## src/rtl/uart_rx.sv

```systemverilog
// uart_rx: receive half of the DHT11 UART link.
// 8N1 asynchronous serial in, parallel byte out, mid-bit sampling, framing
// error and overrun detection, byte held until the consumer acknowledges it.
// Optional feature macro: UART_RX_PARITY_EN (frame becomes 8E1, adds the
// PARITY state and drives parity_err; without it parity_err is tied low).
module uart_rx #(
    parameter int CLK_FREQ  = 1_000_000,
    parameter int BAUD_RATE = 9600
) (
    input  logic       clk,
    input  logic       rst,
    input  logic       rx,
    input  logic       rx_ack,
    output logic [7:0] rx_data,
    output logic       rx_valid,
    output logic       rx_busy,
    output logic       frame_err,
    output logic       overrun,
    output logic       parity_err
);

    localparam int BIT_PERIOD  = CLK_FREQ / BAUD_RATE;
    localparam int HALF_PERIOD = BIT_PERIOD / 2;
    localparam logic [15:0] BIT_LAST  = 16'(BIT_PERIOD - 1);
    localparam logic [15:0] HALF_LAST = 16'(HALF_PERIOD - 1);

    typedef enum logic [2:0] {
        S_IDLE   = 3'd0,
        S_START  = 3'd1,
        S_DATA   = 3'd2,
        S_STOP   = 3'd3
`ifdef UART_RX_PARITY_EN
        , S_PARITY = 3'd4
`endif
    } state_e;

    state_e      state_q, state_d;
    logic        rx_meta_q, rx_s_q, rx_prev_q;
    logic [15:0] clk_count_q, clk_count_d;
    logic [2:0]  bit_index_q, bit_index_d;
    logic [7:0]  shift_q, shift_d;
    logic [7:0]  rx_data_q, rx_data_d;
    logic        rx_valid_q, rx_valid_d;
    logic        rx_busy_q, rx_busy_d;
    logic        frame_err_q, frame_err_d;
    logic        overrun_q, overrun_d;
    logic        parity_ok_s;

`ifdef UART_RX_PARITY_EN
    logic        parity_err_q, parity_err_d;
    logic        parity_bad_q, parity_bad_d;
    assign parity_ok_s = ~parity_bad_q;
    assign parity_err  = parity_err_q;
`else
    assign parity_ok_s = 1'b1;
    assign parity_err  = 1'b0;
`endif

    assign rx_data   = rx_data_q;
    assign rx_valid  = rx_valid_q;
    assign rx_busy   = rx_busy_q;
    assign frame_err = frame_err_q;
    assign overrun   = overrun_q;

    // Synchroniser, edge-detect history and all state/output registers.
    always_ff @(posedge clk) begin
        if (rst) begin
            rx_meta_q    <= 1'b1;
            rx_s_q       <= 1'b1;
            rx_prev_q    <= 1'b1;
            state_q      <= S_IDLE;
            clk_count_q  <= 16'd0;
            bit_index_q  <= 3'd0;
            shift_q      <= 8'h00;
            rx_data_q    <= 8'h00;
            rx_valid_q   <= 1'b0;
            rx_busy_q    <= 1'b0;
            frame_err_q  <= 1'b0;
            overrun_q    <= 1'b0;
`ifdef UART_RX_PARITY_EN
            parity_err_q <= 1'b0;
            parity_bad_q <= 1'b0;
`endif
        end else begin
            rx_meta_q    <= rx;
            rx_s_q       <= rx_meta_q;
            rx_prev_q    <= rx_s_q;
            state_q      <= state_d;
            clk_count_q  <= clk_count_d;
            bit_index_q  <= bit_index_d;
            shift_q      <= shift_d;
            rx_data_q    <= rx_data_d;
            rx_valid_q   <= rx_valid_d;
            rx_busy_q    <= rx_busy_d;
            frame_err_q  <= frame_err_d;
            overrun_q    <= overrun_d;
`ifdef UART_RX_PARITY_EN
            parity_err_q <= parity_err_d;
            parity_bad_q <= parity_bad_d;
`endif
        end
    end

    // Next-state, bit sampling, byte hand-off and error pulse generation.
    always_comb begin
        state_d     = state_q;
        clk_count_d = clk_count_q;
        bit_index_d = bit_index_q;
        shift_d     = shift_q;
        rx_data_d   = rx_data_q;
        rx_busy_d   = rx_busy_q;
        frame_err_d = 1'b0;
        overrun_d   = 1'b0;
`ifdef UART_RX_PARITY_EN
        parity_err_d = 1'b0;
        parity_bad_d = parity_bad_q;
`endif
        // An ack only matters while a byte is pending; a completing byte below overrides it.
        if (rx_ack && rx_valid_q) begin
            rx_valid_d = 1'b0;
        end else begin
            rx_valid_d = rx_valid_q;
        end

        case (state_q)
            S_IDLE: begin
                clk_count_d = 16'd0;
                // Only a true 1->0 transition starts a frame, so a held-low line cannot retrigger.
                if (rx_prev_q && !rx_s_q) begin
                    state_d   = S_START;
                    rx_busy_d = 1'b1;
                end else begin
                    rx_busy_d = 1'b0;
                end
            end
            S_START: begin
                if (clk_count_q == HALF_LAST) begin
                    clk_count_d = 16'd0;
                    if (!rx_s_q) begin
                        state_d     = S_DATA;
                        bit_index_d = 3'd0;
                    end else begin
                        state_d   = S_IDLE;
                        rx_busy_d = 1'b0;
                    end
                end else begin
                    clk_count_d = clk_count_q + 16'd1;
                end
            end
            S_DATA: begin
                if (clk_count_q == BIT_LAST) begin
                    clk_count_d          = 16'd0;
                    shift_d[bit_index_q] = rx_s_q;
                    if (bit_index_q == 3'd7) begin
                        bit_index_d = 3'd0;
`ifdef UART_RX_PARITY_EN
                        state_d     = S_PARITY;
`else
                        state_d     = S_STOP;
`endif
                    end else begin
                        bit_index_d = bit_index_q + 3'd1;
                    end
                end else begin
                    clk_count_d = clk_count_q + 16'd1;
                end
            end
`ifdef UART_RX_PARITY_EN
            S_PARITY: begin
                if (clk_count_q == BIT_LAST) begin
                    clk_count_d = 16'd0;
                    state_d     = S_STOP;
                    // Even parity: the parity bit equals the XOR of the data bits.
                    if ((^shift_q) != rx_s_q) begin
                        parity_err_d = 1'b1;
                        parity_bad_d = 1'b1;
                    end else begin
                        parity_bad_d = 1'b0;
                    end
                end else begin
                    clk_count_d = clk_count_q + 16'd1;
                end
            end
`endif
            S_STOP: begin
                if (clk_count_q == BIT_LAST) begin
                    // Leave at mid-stop-bit so a back-to-back start edge is not missed.
                    clk_count_d = 16'd0;
                    state_d     = S_IDLE;
                    rx_busy_d   = 1'b0;
                    if (!rx_s_q) begin
                        frame_err_d = 1'b1;
                    end else if (parity_ok_s) begin
                        rx_data_d  = shift_q;
                        rx_valid_d = 1'b1;
                        overrun_d  = rx_valid_q && !rx_ack;
                    end else begin
                        rx_data_d = rx_data_q;
                    end
                end else begin
                    clk_count_d = clk_count_q + 16'd1;
                end
            end
            default: begin
                state_d     = S_IDLE;
                clk_count_d = 16'd0;
                rx_busy_d   = 1'b0;
            end
        endcase
    end

endmodule

```

## config.mk

```make
export PLATFORM = sky130hd
export DESIGN_NAME = uart_rx
export DESIGN_NICKNAME = d
export VERILOG_FILES = /design/src/rtl/uart_rx.sv
export SDC_FILE = /design/constraint.sdc
export NUM_CORES = 1
export LEC_CHECK = 0
export ABC_AREA = 1
export BUFFER_PORTS_ARGS = -buffer_cell sky130_fd_sc_hd__buf_4
export CAP_MARGIN = 10
export CORE_ASPECT_RATIO = 1.1
export CORE_MARGIN = 1
export CORE_UTILIZATION = 50
export CTS_CLUSTER_DIAMETER = 120
export CTS_CLUSTER_SIZE = 28
export DETAILED_ROUTE_END_ITERATION = 12
export PLACE_DENSITY_LB_ADDON = 0.05
export SLEW_MARGIN = 10
export SYNTH_ARGS = -nofsm -noshare
export SYNTH_HDL_FRONTEND = slang
export SYNTH_SLANG_ARGS = --single-unit
```

## constraint.sdc

```tcl
create_clock -name clk -period 1.5 [get_ports clk]
set_input_delay 0.075 -clock clk [delete_from_list [all_inputs] [get_ports clk]]
set_output_delay 0.075 -clock clk [all_outputs]
set_load 0.01 [all_outputs]
```

# Word-level counts from Yosys, hierarchy flattened
# Cells that the tools add are included.
# op_classes
n_addsub	2
magnitude_cmp	2
n_eq_ne	13
mux	28
bitwise	4
n_reduce_logical	16
# ops
op	count
2-to-1 mux 16 bit	2
one-hot mux 16 bit (2 select lines)	1
2-to-1 mux 3 bit	9
adder 16 x 1 -> 16 bit (second input constant)	1
equality test 16 x 6 -> 1 bit (second input constant)	1
equality test 16 x 7 -> 1 bit (second input constant)	1
!= test 2 bit (second input constant)	7
one-hot mux 3 bit (4 select lines)	1
2-to-1 mux 1 bit	10
bitwise mux 8 bit	1
AND reduction 4 bit	2
equality test 3 x 2 -> 1 bit (second input constant)	2
one-hot mux 3 bit (2 select lines)	1
AND reduction 5 bit	1
logical AND 1 bit	4
< comparator 3 x 4 -> 1 bit (second input constant)	1
NOT 1 bit	4
one-hot mux 1 bit (4 select lines)	1
OR reduction 4 bit	1
adder 3 x 1 -> 3 bit (second input constant)	1
demux 1 bit (select 3 bit)	1
equality test 3 x 1 -> 1 bit (second input constant)	1
equality test 3 bit (second input constant)	1
greater-or-equal comparator 3 x 1 -> 1 bit (second input constant)	1
8 further kinds	9
# word_totals
register_bits	45
out_inout_bits	13
elab_cells	77

# Longest topological paths before layout
# logic_depth
ltp_word	5
ltp_mapped	11

# Worst setup path before layout
# Ideal clock, no wire load.
# synth_timing
kind	reg-to-reg
startpoint	register clk_count_q[0]
endpoint	register shift_q[6]
setup_time_ns	0.132
arrival_time_ns	1.333
required_time_ns	1.368
setup_slack_ns	0.035
path_stages_with_launch	10
path_buffers	1
period_less_slack_ns	1.465
path_cell_list	dfxtp_1 > ha_1 > nand3_1 > nor2_4 > nand2_4 > nor2_8 > buf_8 > nand3_1 > nand2_1 > a21oi_1
# synth_via
elab_chain_cells	2
# synth_lines
element	line	text
start, declared	39	logic [15:0] clk_count_q, clk_count_d;
start signal, assigned	89	clk_count_q <= clk_count_d;
equality test 16 x 7 -> 1 bit	151	if (clk_count_q == BIT_LAST) begin
AND reduction 2 bit (no source line)	-	
end signal, assigned	91	shift_q <= shift_d;
end, declared	41	logic [7:0] shift_q, shift_d;
# No other way between the ends.
# A chain may end at the register's enable or synchronous reset.

# Worst setup path in the final report
# layout_timing
startpoint	register clk_count_q[1]
endpoint	register bit_index_q[1]
# layout_via
elab_chain_cells	3
word_cells_on_any_way	5
# layout_lines
element	line	text
equality test 16 x 7 -> 1 bit / equality test 16 x 6 -> 1 bit (equally long branches)	151, 137	
!= test 2 bit (no source line)	-	
AND reduction 4 bit (no source line) *	-	
end signal, assigned	90	bit_index_q <= bit_index_d;
end, declared	40	logic [2:0] bit_index_q, bit_index_d;
# Every way passes the cells marked *; elsewhere a longest branch is shown, timed or not.

==> parameters.txt <==
Parameter                              Value

STA
  Final number of max-transition violations ... 0
  Final critical-path required period ... 1.44 ns
  Final worst hold slack ... 0.0710 ns
  Setup TNS ... 0 ns
  PnR worst setup slack ... 0.0645 ns
  Fmax ... 697 MHz
  Number of failing hold endpoints at the final stage ... 0
  Worst-case clock skew ... 0.00805 ns
  Final count of negative-setup-slack endpoints ... 0
  Final Cycle Share ... 95.7%
  RSZ-0062 raised after global routing ... yes

Global route
  Number of global-route vias before repair ... 1673
  Tot GR Track Use ... 21.4%
  Global-route wire length before repair ... 7330 µm
  Pin count of the biggest net entering global routing ... 18
  Global-route congestion overflow total ... 0
  Initial antenna violation count ... 0

Floorplanning
  Die Outline Area ... 4360 µm²
  Die Span X ... 63.0 µm
  IO Count ... 17
  Core Area ... 3930 µm²
  Initial Util ... 52.1%
  Number of standard-cell rows in the floorplan ... 24
  Floorplan die height ... 69.1 µm

Place
  Placed wire-length estimate ... 3080 µm
  Number of buffers added on ports ... 15
  Post-place setup slack ... -0.0839 ns
  Standard cell area after detailed placement ... 2380 µm²
  Gpl congestion ... 0.816

Synth
  Xor and xnor area share after synthesis ... 2.99%
  Area fraction of the dominant cell type after synthesis ... 43.0%
  Yosys warnings ... 0
  Synthesized netlist cell count ... 279
  Synthesized netlist net count ... 286
  Cell types occupying the most area after synthesis ... sky130_fd_sc_hd__dfxtp_1 (43%), sky130_fd_sc_hd__nand2_1 (8.1%), sky130_fd_sc_hd__nor2_1 (7.9%)
  Multiplexer share of the synthesized area ... 0%
  Post-synthesis share of cell area spent on and, or, nand and nor gates ... 32.2%
  Seq/Total Area, Yosys ... 43.0%
  Synth cell types ... 32
  Count of flip-flops with a built-in enable after synthesis ... 0
  Register bit count reported by yosys ... 44
  Cell accounting for the most synthesized area ... sky130_fd_sc_hd__dfxtp_1
  Top post-synthesis cells by count ... sky130_fd_sc_hd__dfxtp_1 (44), sky130_fd_sc_hd__nand2_1 (44), sky130_fd_sc_hd__nor2_1 (43), sky130_fd_sc_hd__inv_1 (32), sky130_fd_sc_hd__a21oi_1 (23)
  Main combinational cell family by area after synthesis ... simple AND/OR/NAND/NOR gates
  Cell area after synthesis ... 2050 µm²
  Mean area per synthesized cell ... 7.34 µm²
  Fraction of synthesis flops using an asynchronous set or reset pin ... 0%
  Post-synthesis share of cell area spent on full adders, half adders and majority gates ... 1.83%
  Flip-flop cell with the highest count after synthesis ... sky130_fd_sc_hd__dfxtp_1
  Fraction of the mapped netlist area in compound gates ... 10.4%

CTS
  Clock tree from TritonCTS ... yes
  Clock sink count ... 44
  Bufs on Longest Clock Path ... 2
  Clock slew at the register clock pins of the worst setup and hold paths ... 0.08 ns
  Cell at the root of the clock tree ... sky130_fd_sc_hd__clkbuf_8
  Inserted Clock Buffers ... 5
  Depth of the CTS H-tree ... 2
  Clk Latency, worst-skew pair ... 0.30 ns

Run status
  Status ... complete, no violations

Drt
  Number of iterations in the first detailed-routing pass ... 4
  Vias per Instance ... 4.90
  Count of antenna-violating nets left after detailed routing ... 0
  Number of vias in the routed layout ... 1839
  DRC ... 0
  Drt wl/cell ... 11.4 µm
  Drt total wl ... 4290 µm
  Drt first-iter violations ... 78

Power
  Worst VDD drop ... 791 µV
  Net switching power figure ... 0.865 mW
  PwrDens ... 1080 nW/µm²
  Switching Share ... 30.6%
  Relative contribution of the clock network to total power ... 31.2%
  Combinational fraction of design power ... 23.2%
  Overall power of the completed layout ... 2.83 mW
  Share of power burned in registers ... 45.6%
  Reported leakage power ... 1.06 nW
  Cell internal pwr ... 1.96 mW

Final layout
  Fill cell total of the finished layout ... 373
  Area Overhead vs Synth ... 27.3%
  Area of all placed cells without fillers ... 2610 µm²
  Diode insertion count for antenna repair ... 0
  Net count of the finished layout ... 329
  Layout cells sized above 1 ... 28.2%

Critical path
  Worst setup path class ... reg -> reg
  Data arrival at the endpoint of the critical path ... 1.66 ns
  Worst path required time ... 1.73 ns
  Setup crit start kind ... register
  Kind of end point of the critical path ... register
  Critical path peak fanout ... 6

Job
  Maximum Capacitance Violations ... 0

Hold path
  Hold Crit Class ... in -> reg
[worst paths after layout]
check | end | startpoint | slack [ns] | cells after the start
worst max-delay path | bit_index_q[1] | clk_count_q[1] | 0.06 | 9
worst min-delay path | overrun | rx_ack | 0.07 | 4
worst max register to register | bit_index_q[1] | clk_count_q[1] | 0.06 | 9
worst min register to register | rx_s_q | rx_meta_q | 0.41 | 1
[sequential cells by signal, indices dropped and copies added (netlist names)]
signal and count:
shift_q 8, rx_meta_q 1, clk_count_q 16, rx_prev_q 1
frame_err 1, rx_data 8, rx_busy 1, rx_s_q 1
bit_index_q 3, state_q 2, overrun 1, rx_valid 1
[power by group through the flow]
| stage | clock network, mW | registers [mW] | logic [mW] |
|---|---|---|---|
| 5_1_grt | 0.955 | 1.30 | 0.746 |
| 2_1_floorplan | 0 | 1.30 | 0.429 |
| 3_3_place_gp | 0 | 1.31 | 0.591 |
| 3_5_place_dp | 0 | 1.31 | 0.592 |
| 4_1_cts | 0.909 | 1.29 | 0.618 |
| 6_report | 0.881 | 1.29 | 0.657 |
[area by class of cell]
| class | count | area [µm²] | share of cell area, % |
|---|---|---|---|
| Clock buffer | 6 | 72.6 | 2.78 |
| Clock inverter | 2 | 35.0 | 1.34 |
| Inverter | 36 | 135 | 5.18 |
| Multi-Input combinational cell | 190 | 1070 | 40.9 |
| Sequential cell | 44 | 890 | 34.1 |
| Tap cell | 52 | 65.1 | 2.50 |
| Timing Repair Buffer | 45 | 344 | 13.2 |
[stage by stage]
step	std cells	util, %
after floorplan	279	-
after global placement	365	60.5
after detailed placement	365	60.5
after CTS	374	64.3
after global routing	375	66.3
final	375	66.3
[layout by cell type (no fill, tap or decap), drive strengths merged, types with 3 or more instances in the layout]
master | Yosys | final
a21oi | 23 | 23
buf | 6 | 44
clkbuf | 3 | 6
dfxtp | 44 | 44
ha | 3 | 3
inv | 36 | 36
nand2 | 48 | 48
nand3 | 19 | 19
nand4 | 14 | 14
nor2 | 47 | 47
nor3 | 8 | 8
o21ai | 13 | 13
or2 | 3 | 3
xnor2 | 3 | 3
xor2 | 4 | 4
[per-layer routing]
metal / vias to the layer above / part of all wire, % / wire (µm) / track usage (%)
met2: 21 / 49 / 2090 / 35.8
met5: - / 0 / 0 / 0
met3: 6 / 2.6 / 113 / 5.13
met1: 828 / 47 / 2010 / 26.3
met4: 0 / 1.5 / 64 / 7.75
li1: 984 / - / - / -
[timing repair]
item | CTS | global route
hold buffers | 1 | 0
setup endpoints to repair | 32 | 38
gates resized for setup | 7 | 26
endpoints found under the hold margin | 1 | 0
pin swaps | 1 | 7
buffers inserted | 0 | 1
[critical path: stages, from the launching register on]
cell and delay [ns]:
sky130_fd_sc_hd__dfxtp_4 0.37, sky130_fd_sc_hd__ha_4 0.16, sky130_fd_sc_hd__nand3_2 0.09, sky130_fd_sc_hd__nor2_4 0.17
sky130_fd_sc_hd__nand2_4 0.12, sky130_fd_sc_hd__nand2_1 0.12, sky130_fd_sc_hd__nand3_2 0.12, sky130_fd_sc_hd__nand2_1 0.08
sky130_fd_sc_hd__nand2_1 0.05, sky130_fd_sc_hd__nor2_1 0.09
[logic make-up (layout without fill, tap and decap cells)]
logic type,Yosys count,in the layout
fa+ha+maj,3,3
buf+inv,45,89
simple gates,139,139
flops,44,44
other cells,1,1
compound gates,40,40
xor+xnor,7,7
(Power assumes the default switching activity.)
